`src/rtl/pe_mac_acc_pkg.sv`:
```
// Shared types and signed-range helpers for the systolic MAC processing element.
// The min/max helpers are reused by the array controller for its own clamping.
package pe_mac_acc_pkg;

    localparam int PE_DATA_WIDTH = 8;
    localparam int PE_ACC_WIDTH  = 32;
    localparam int PE_LANES      = 4;

    typedef enum logic [0:0] {
        IDLE = 1'b0,
        ACC  = 1'b1
    } pe_acc_state_t;

    function automatic logic signed [63:0] acc_max(input int width);
        logic signed [63:0] one;
        one = 64'sd1;
        return (one <<< (width - 1)) - 64'sd1;
    endfunction

    function automatic logic signed [63:0] acc_min(input int width);
        return ~acc_max(width);
    endfunction

    function automatic logic signed [63:0] sat_acc(input logic signed [63:0] value, input int width);
        logic signed [63:0] res;
        if (value > acc_max(width)) begin
            res = acc_max(width);
        end else if (value < acc_min(width)) begin
            res = acc_min(width);
        end else begin
            res = value;
        end
        return res;
    endfunction

endpackage

```
`src/rtl/pe_mac_acc_if.sv`:
```
// Beat input, neighbour forwarding and result handshake of one processing element.
interface pe_mac_acc_if
    import pe_mac_acc_pkg::*;
#(
    parameter int DATA_WIDTH = PE_DATA_WIDTH,
    parameter int LANES      = PE_LANES,
    parameter int ACC_WIDTH  = PE_ACC_WIDTH
);
    logic                          in_valid;
    logic                          in_ready;
    logic [LANES*DATA_WIDTH-1:0]   in_a;
    logic [LANES*DATA_WIDTH-1:0]   in_b;
    logic                          in_first;
    logic                          in_last;
    logic [LANES*DATA_WIDTH-1:0]   fwd_a;
    logic [LANES*DATA_WIDTH-1:0]   fwd_b;
    logic                          fwd_valid;
    logic [ACC_WIDTH-1:0]          out_d;
    logic                          out_ovf;
    logic                          out_valid;
    logic                          out_ready;

    modport master (
        output in_valid, in_a, in_b, in_first, in_last, out_ready,
        input  in_ready, fwd_a, fwd_b, fwd_valid, out_d, out_ovf, out_valid
    );

    modport slave (
        input  in_valid, in_a, in_b, in_first, in_last, out_ready,
        output in_ready, fwd_a, fwd_b, fwd_valid, out_d, out_ovf, out_valid
    );

endinterface

```
`src/rtl/pe_mac_acc_dot_lanes.sv`:
```
// Combinational signed dot product of LANES a/b element pairs, sign-extended to SUM_WIDTH.
module pe_mac_acc_dot_lanes #(
    parameter int DATA_WIDTH = 8,
    parameter int LANES      = 4,
    parameter int SUM_WIDTH  = 33
) (
    input  logic [LANES*DATA_WIDTH-1:0] i_a,
    input  logic [LANES*DATA_WIDTH-1:0] i_b,
    output logic signed [SUM_WIDTH-1:0] o_sum
);
    localparam int PROD_W = 2 * DATA_WIDTH;

    logic signed [PROD_W-1:0]    w_prod;
    logic signed [SUM_WIDTH-1:0] w_acc;

    // Multiply each lane pair and accumulate; synthesis balances the chain into a tree.
    always_comb begin
        w_acc  = '0;
        w_prod = '0;
        for (int i = 0; i < LANES; i++) begin
            w_prod = $signed(i_a[i*DATA_WIDTH +: DATA_WIDTH]) * $signed(i_b[i*DATA_WIDTH +: DATA_WIDTH]);
            w_acc  = w_acc + {{(SUM_WIDTH-PROD_W){w_prod[PROD_W-1]}}, w_prod};
        end
    end

    assign o_sum = w_acc;

endmodule

```
`src/rtl/pe_mac_acc.sv`:
```
// Output-stationary systolic MAC cell: multi-lane dot product into a local accumulator,
// a/b forwarded to neighbours one cycle later, tagged result on a valid/ready slot.
module pe_mac_acc
    import pe_mac_acc_pkg::*;
#(
    parameter int DATA_WIDTH = PE_DATA_WIDTH,
    parameter int ACC_WIDTH  = PE_ACC_WIDTH,
    parameter int LANES      = PE_LANES,
    parameter int SATURATE   = 1
) (
    input  logic        clk,
    input  logic        rst,
    pe_mac_acc_if.slave bus
);
    localparam int PROD_W = 2 * DATA_WIDTH;
    localparam int TREE_W = PROD_W + $clog2(LANES);
    // The lane sum never wraps, even when ACC_WIDTH is narrower than the product tree.
    localparam int SUM_W  = ((TREE_W > ACC_WIDTH) ? TREE_W : ACC_WIDTH) + 1;
    localparam int NXT_W  = SUM_W + 1;

    pe_acc_state_t                r_state;
    pe_acc_state_t                w_state_nxt;
    logic signed [ACC_WIDTH-1:0]  r_acc;
    logic                         r_ovf_acc;
    logic signed [ACC_WIDTH-1:0]  r_out_d;
    logic                         r_out_ovf;
    logic                         r_out_valid;
    logic [LANES*DATA_WIDTH-1:0]  r_fwd_a;
    logic [LANES*DATA_WIDTH-1:0]  r_fwd_b;
    logic                         r_fwd_valid;

    logic                         w_in_ready;
    logic                         w_accept;
    logic                         w_restart;
    logic                         w_acc_load;
    logic                         w_res_load;
    logic signed [SUM_W-1:0]      w_sum;
    logic signed [NXT_W-1:0]      w_base;
    logic signed [NXT_W-1:0]      w_nxt;
    logic signed [63:0]           w_nxt64;
    logic                         w_ovf_now;
    logic                         w_ovf_tot;
    logic signed [ACC_WIDTH-1:0]  w_res;

    pe_mac_acc_dot_lanes #(
        .DATA_WIDTH (DATA_WIDTH),
        .LANES      (LANES),
        .SUM_WIDTH  (SUM_W)
    ) u_dot (
        .i_a   (bus.in_a),
        .i_b   (bus.in_b),
        .o_sum (w_sum)
    );

    assign w_in_ready = ~r_out_valid | bus.out_ready;
    assign w_accept   = bus.in_valid & w_in_ready;
    assign w_restart  = bus.in_first | (r_state == IDLE);

    // Next accumulator value, range check and clamp/wrap of the result.
    always_comb begin
        if (w_restart) begin
            w_base = '0;
        end else begin
            w_base = {{(NXT_W-ACC_WIDTH){r_acc[ACC_WIDTH-1]}}, r_acc};
        end
        w_nxt     = w_base + {{(NXT_W-SUM_W){w_sum[SUM_W-1]}}, w_sum};
        w_nxt64   = {{(64-NXT_W){w_nxt[NXT_W-1]}}, w_nxt};
        w_ovf_now = (w_nxt64 > acc_max(ACC_WIDTH)) || (w_nxt64 < acc_min(ACC_WIDTH));
        w_ovf_tot = w_ovf_now | (~w_restart & r_ovf_acc);
        if (SATURATE != 0) begin
            w_res = ACC_WIDTH'(sat_acc(w_nxt64, ACC_WIDTH));
        end else begin
            w_res = ACC_WIDTH'(w_nxt64);
        end
    end

    // FSM state register.
    always_ff @(posedge clk or posedge rst) begin
        if (rst) begin
            r_state <= IDLE;
        end else begin
            r_state <= w_state_nxt;
        end
    end

    // FSM next state: any accepted last beat closes the accumulation.
    always_comb begin
        w_state_nxt = r_state;
        case (r_state)
            IDLE: begin
                if (w_accept && !bus.in_last) begin
                    w_state_nxt = ACC;
                end else begin
                    w_state_nxt = IDLE;
                end
            end
            ACC: begin
                if (w_accept && bus.in_last) begin
                    w_state_nxt = IDLE;
                end else begin
                    w_state_nxt = ACC;
                end
            end
            default: w_state_nxt = IDLE;
        endcase
    end

    // FSM outputs: which register set an accepted beat updates.
    always_comb begin
        w_acc_load = 1'b0;
        w_res_load = 1'b0;
        case (r_state)
            IDLE, ACC: begin
                w_acc_load = w_accept & ~bus.in_last;
                w_res_load = w_accept &  bus.in_last;
            end
            default: begin
                w_acc_load = 1'b0;
                w_res_load = 1'b0;
            end
        endcase
    end

    // Accumulator, sticky overflow and result slot.
    always_ff @(posedge clk or posedge rst) begin
        if (rst) begin
            r_acc       <= '0;
            r_ovf_acc   <= 1'b0;
            r_out_d     <= '0;
            r_out_ovf   <= 1'b0;
            r_out_valid <= 1'b0;
        end else begin
            if (w_res_load) begin
                r_acc       <= '0;
                r_ovf_acc   <= 1'b0;
                r_out_d     <= w_res;
                r_out_ovf   <= w_ovf_tot;
                r_out_valid <= 1'b1;
            end else begin
                if (w_acc_load) begin
                    r_acc     <= w_res;
                    r_ovf_acc <= w_ovf_tot;
                end
                if (bus.out_ready) begin
                    r_out_valid <= 1'b0;
                end
            end
        end
    end

    // Neighbour forwarding; a stalled cell forwards nothing.
    always_ff @(posedge clk or posedge rst) begin
        if (rst) begin
            r_fwd_a     <= '0;
            r_fwd_b     <= '0;
            r_fwd_valid <= 1'b0;
        end else begin
            r_fwd_valid <= w_accept;
            if (w_accept) begin
                r_fwd_a <= bus.in_a;
                r_fwd_b <= bus.in_b;
            end
        end
    end

    assign bus.in_ready  = w_in_ready;
    assign bus.out_d     = r_out_d;
    assign bus.out_ovf   = r_out_ovf;
    assign bus.out_valid = r_out_valid;
    assign bus.fwd_a     = r_fwd_a;
    assign bus.fwd_b     = r_fwd_b;
    assign bus.fwd_valid = r_fwd_valid;

endmodule

```
`src/flat_wrapper.sv`:
```
// flat-port wrapper written by rule: the top's interface ports become plain ports
module pe_mac_acc_flat import pe_mac_acc_pkg::*;
#(
    parameter int DATA_WIDTH = PE_DATA_WIDTH,
    parameter int ACC_WIDTH  = PE_ACC_WIDTH,
    parameter int LANES      = PE_LANES,
    parameter int SATURATE   = 1
)
  (clk, rst, bus_in_valid, bus_in_a, bus_in_b, bus_in_first, bus_in_last, bus_out_ready, bus_in_ready, bus_fwd_a, bus_fwd_b, bus_fwd_valid, bus_out_d, bus_out_ovf, bus_out_valid);
  pe_mac_acc_if #(.DATA_WIDTH(DATA_WIDTH), .LANES(LANES), .ACC_WIDTH(ACC_WIDTH)) bus_i ();
  input  logic clk;
  input  logic rst;
  input wire logic [$bits(bus_i.in_valid)-1:0] bus_in_valid;
  input wire logic [$bits(bus_i.in_a)-1:0] bus_in_a;
  input wire logic [$bits(bus_i.in_b)-1:0] bus_in_b;
  input wire logic [$bits(bus_i.in_first)-1:0] bus_in_first;
  input wire logic [$bits(bus_i.in_last)-1:0] bus_in_last;
  input wire logic [$bits(bus_i.out_ready)-1:0] bus_out_ready;
  output wire logic [$bits(bus_i.in_ready)-1:0] bus_in_ready;
  output wire logic [$bits(bus_i.fwd_a)-1:0] bus_fwd_a;
  output wire logic [$bits(bus_i.fwd_b)-1:0] bus_fwd_b;
  output wire logic [$bits(bus_i.fwd_valid)-1:0] bus_fwd_valid;
  output wire logic [$bits(bus_i.out_d)-1:0] bus_out_d;
  output wire logic [$bits(bus_i.out_ovf)-1:0] bus_out_ovf;
  output wire logic [$bits(bus_i.out_valid)-1:0] bus_out_valid;
  assign bus_i.in_valid = bus_in_valid;
  assign bus_i.in_a = bus_in_a;
  assign bus_i.in_b = bus_in_b;
  assign bus_i.in_first = bus_in_first;
  assign bus_i.in_last = bus_in_last;
  assign bus_i.out_ready = bus_out_ready;
  assign bus_in_ready = bus_i.in_ready;
  assign bus_fwd_a = bus_i.fwd_a;
  assign bus_fwd_b = bus_i.fwd_b;
  assign bus_fwd_valid = bus_i.fwd_valid;
  assign bus_out_d = bus_i.out_d;
  assign bus_out_ovf = bus_i.out_ovf;
  assign bus_out_valid = bus_i.out_valid;
  pe_mac_acc #(.DATA_WIDTH(DATA_WIDTH), .ACC_WIDTH(ACC_WIDTH), .LANES(LANES), .SATURATE(SATURATE)) u_core (.clk(clk), .rst(rst), .bus(bus_i));
endmodule
```
`config.mk`:
```
export PLATFORM = sky130hd
export DESIGN_NAME = pe_mac_acc_flat
export DESIGN_NICKNAME = d
export VERILOG_FILES = /design/src/rtl/pe_mac_acc_pkg.sv /design/src/rtl/pe_mac_acc_if.sv /design/src/rtl/pe_mac_acc_dot_lanes.sv /design/src/rtl/pe_mac_acc.sv /design/src/flat_wrapper.sv
export SDC_FILE = /design/constraint.sdc
export NUM_CORES = 1
export LEC_CHECK = 0
export BUFFER_PORTS_ARGS = -buffer_cell sky130_fd_sc_hd__buf_2
export CORE_ASPECT_RATIO = 1.5
export CORE_UTILIZATION = 56
export DETAILED_ROUTE_END_ITERATION = 8
export GPL_ROUTABILITY_DRIVEN = 0
export PLACE_DENSITY = 0.79
export SYNTH_ARGS = -nofsm -noshare
export SYNTH_HDL_FRONTEND = slang
export SYNTH_SLANG_ARGS = --single-unit
```
`constraint.sdc`:
```
create_clock -name clk -period 4.5 [get_ports clk]
set_input_delay 0.225 -clock clk [delete_from_list [all_inputs] [get_ports clk]]
set_output_delay 0.225 -clock clk [all_outputs]
set_load 0.1 [all_outputs]
```
==> flow_summary.yaml <==
synth:
  yosys-top-cells-area: "fa_1 (35%), dfrtp_1 (18%), ha_1 (8.3%)"
  synth_edf_count: 0
  synth_nets: 2566
  yosys.area.top_type: "fa_1"
  yosys_warnings: 0
  yosysUniqueCellTypes: 62
  synth.top_cells.by_count: "inv_1 (390), nand2_1 (362), fa_1 (327), and2_1 (163), dfrtp_1 (133)"
  yosysSeqAreaShare_pct: 18.02
  async_flop_share_pct: 100.0
  yosysMostFrequentCell: "inv_1"
  synth.top_cell.area_share_pct: 35.44
  syn_area_um2: 18470
  synthFlopType: "dfrtp_1"
  post_synth.cell_area_avg_um2: 9.025
  synthCells: 2047
  ys_ff_latch: 133
worst_setup_path:
  slowest_stage: "fa_1"
  cp_common_cell: "fa_1"
  critPathKind: "input port to flop"
  cp-end-kind: "flop"
  worstPathArrival_ns: 9.67
  crit_family: "adder cells"
  required_ns: 4.82
  crit_buf_inv: 6
  crit_path_max_incr_delay_ns: 0.63
  crit_path_max_fanout: 7
  cp-start-kind: "input port"
clock_network:
  cts-root-buf: "clkbuf_16"
  numCtsBuffers: 17
  clockBufferDepth: 2
  clkSinkCount: 133
  insertion_delay_ns: 0.46
  clk_pin_slew_ns: 0.07
  cts_tree: "done"
  cts_max_level: 4
cells_and_area:
  finalNonFillerCells: 2909
  drive_gt1_share_pct: 28.21
  syn_to_final_growth_pct: 29.35
  post-route-cell-area_um2: 23900
  final_nets: 2998
routing:
  drt_wl_total_um: 64680
  postRouteAntennaNets: 0
  wl_per_cell_um: 22.23
  via_per_inst: 5.914
  drt-pass1-iter-count: 9
  vias: 17200
  drt_iter0_markers: 1430
  drc: 13
global_routing:
  antenna_found_initial: 3
  first_global_vias: 18880
  grt_overflow: 0
  grt_usage_pct: 39.30
  grt_pass1_wl_um: 98440
  grt_max_degree: 100
floorplanning:
  io_pins: 170
  dieArea_um2: 33730
  start_util_pct: 56.79
  die_h_um: 224.5
  fp.dieW_um: 150.3
  coreArea_um2: 32530
  rows: 81
timing:
  rsz0062_at_grt: "yes"
  slew_violations: 32
  clock-skew-final_ns: 0.01847
  fmaxAchievable_ghz: 0.1069
  worst_pin_slew_ns: 1.611
  period_minus_slack_ns: 9.350
  setup_tns_ns: -310.56
  hold_violations: 0
  finalCritPeriodShare_pct: 207.8
  setup_ws_ns: -4.850
  setup_viol: 66
  slew_headroom_pct: -7.642
place:
  port_buffers: 169
  dpl.hpwl_um: 47560
  pre_cts_ws_ns: -5.274
  dp_cells: 2834
  placed_cell_area_um2: 21880
worst_hold_path:
  hold_path.class: "input port to flop"
outcome:
  violations: "design-rule violations, max-capacitance violations, max-slew violations, negative setup slack"
  outcome: "finished with violations"
run:
  maxCapViolations: 1
[worst reg2reg max path, cell delays in order (launching register included)]
cell and delay, ns:
dfrtp_1 0.35, nor2b_2 0.21, and2_1 0.17, ha_1 0.18
inv_1 0.07, fa_1 0.38, nand2b_1 0.18, a21oi_1 0.23
a2bb2oi_1 0.32, a2bb2oi_1 0.40, a22o_1 0.24, a311o_1 0.25
nand2_2 0.08, o221ai_2 0.21, and2_4 0.21, a22oi_4 0.09
buf_6 0.16, o21a_4 0.27, buf_6 0.15, nor2_4 0.24
a21oi_1 0.13
[layout by cell type, fill, tap and decap left out, types with 7 or more instances in the layout]
cell       synthesis  final
dfrtp_1          133    133
a21oi_2            0     32
nor3_1            10      9
fa_2               0      9
fa_1             327    318
nand2_4            0     11
buf_2              0    140
buf_4              4    292
and2_1           163    153
inv_2              1     13
clkbuf_16          0     18
o21ai_1            4     17
a21oi_1           80     35
buf_6              2     46
nand2_1          362    337
o21a_1            10      9
inv_1            390    377
buf_12             0      8
and3_1             8      7
o21ai_2            0     13
ha_1             122    119
o21ai_0           59     31
a22o_1             7      7
nor2_1            68     57
nor2_4             0      8
nor2b_1           23     20
nand3_1           15     12
and2_4             0      8
xnor2_1           41     38
nand2_2            0     14
a21oi_4            0     13
a21o_1            16     16
nand2b_1          25     25
xor2_1            14     12
[area by class of cell]
type | count | area, um2
inverters | 391 | 1473
flip-flops and latches | 133 | 3328
clock inverters | 15 | 168.9
fillers | 2027 | 8637
well taps | 415 | 519.2
diodes | 2 | 5.005
repair buffers | 493 | 3666
clock buffers | 17 | 425.4
multi-input cells | 1443 | 14310
[routing by layer]
layer  vias to the layer above  part of all wire [%]  track usage, %
li1                       7110                     -               -
met1                      8362                    30           37.43
met2                      1176                    49           65.56
met3                       553                   8.9           11.95
met4                         2                    12           38.06
met5                         -                 0.020           2.273
[cells by family after synthesis]
family | Yosys count | share of synthesized area [%]
compound gates | 242 | 8.276
fa+ha+maj | 449 | 43.70
mux | 1 | 0.06095
xor+xnor | 55 | 2.608
buf+inv | 473 | 9.773
simple gates | 694 | 17.57
flops | 133 | 18.02
[state kept, by name, summed over array words and instances (netlist names), named ones only]
name,flops
u_core.r_ovf_acc,1
u_core.bus.fwd_valid,1
u_core.bus.out_d,32
u_core.bus.fwd_a,32
u_core.bus.fwd_b,32
u_core.r_acc,32
u_core.bus.out_ovf,1
u_core.bus.out_valid,1
[final timing paths]
check	slack (ns)	to	from	depth (start not counted)
max reg2reg	-0.16	u_core.r_acc[2]	flop	20
min reg2reg	0.47	u_core.bus.fwd_a[31]	u_core.bus.fwd_a[31]	2
min	0.01	u_core.r_ovf_acc	bus_in_last	2
max	-4.85	u_core.r_acc[2]	bus_in_b[10]	38
max in group asynchronous	3.03	u_core.bus.fwd_a[20]	rst	4
min in group asynchronous	0.48	u_core.bus.fwd_a[9]	rst	3
[metrics by stage]
step                      hold WS, ns  utilization [%]
after floorplan                0.3197                -
after global placement         0.4527            67.27
after detailed placement       0.4566            67.27
after CTS                    0.002739            71.52
after global routing         0.003635            73.44
final                         0.01342            73.45
[what timing repair did]
action	CTS	global route
pin swaps	100	62
hold endpoints to repair	10	2
setup buffers	30	8
gates resized for setup	141	125
gates cloned	2	1
setup endpoints to repair	66	66
hold buffers	2	2
Power is not shown: default switching activity piles up to over one toggle a cycle in this logic, so the estimate is an artifact.
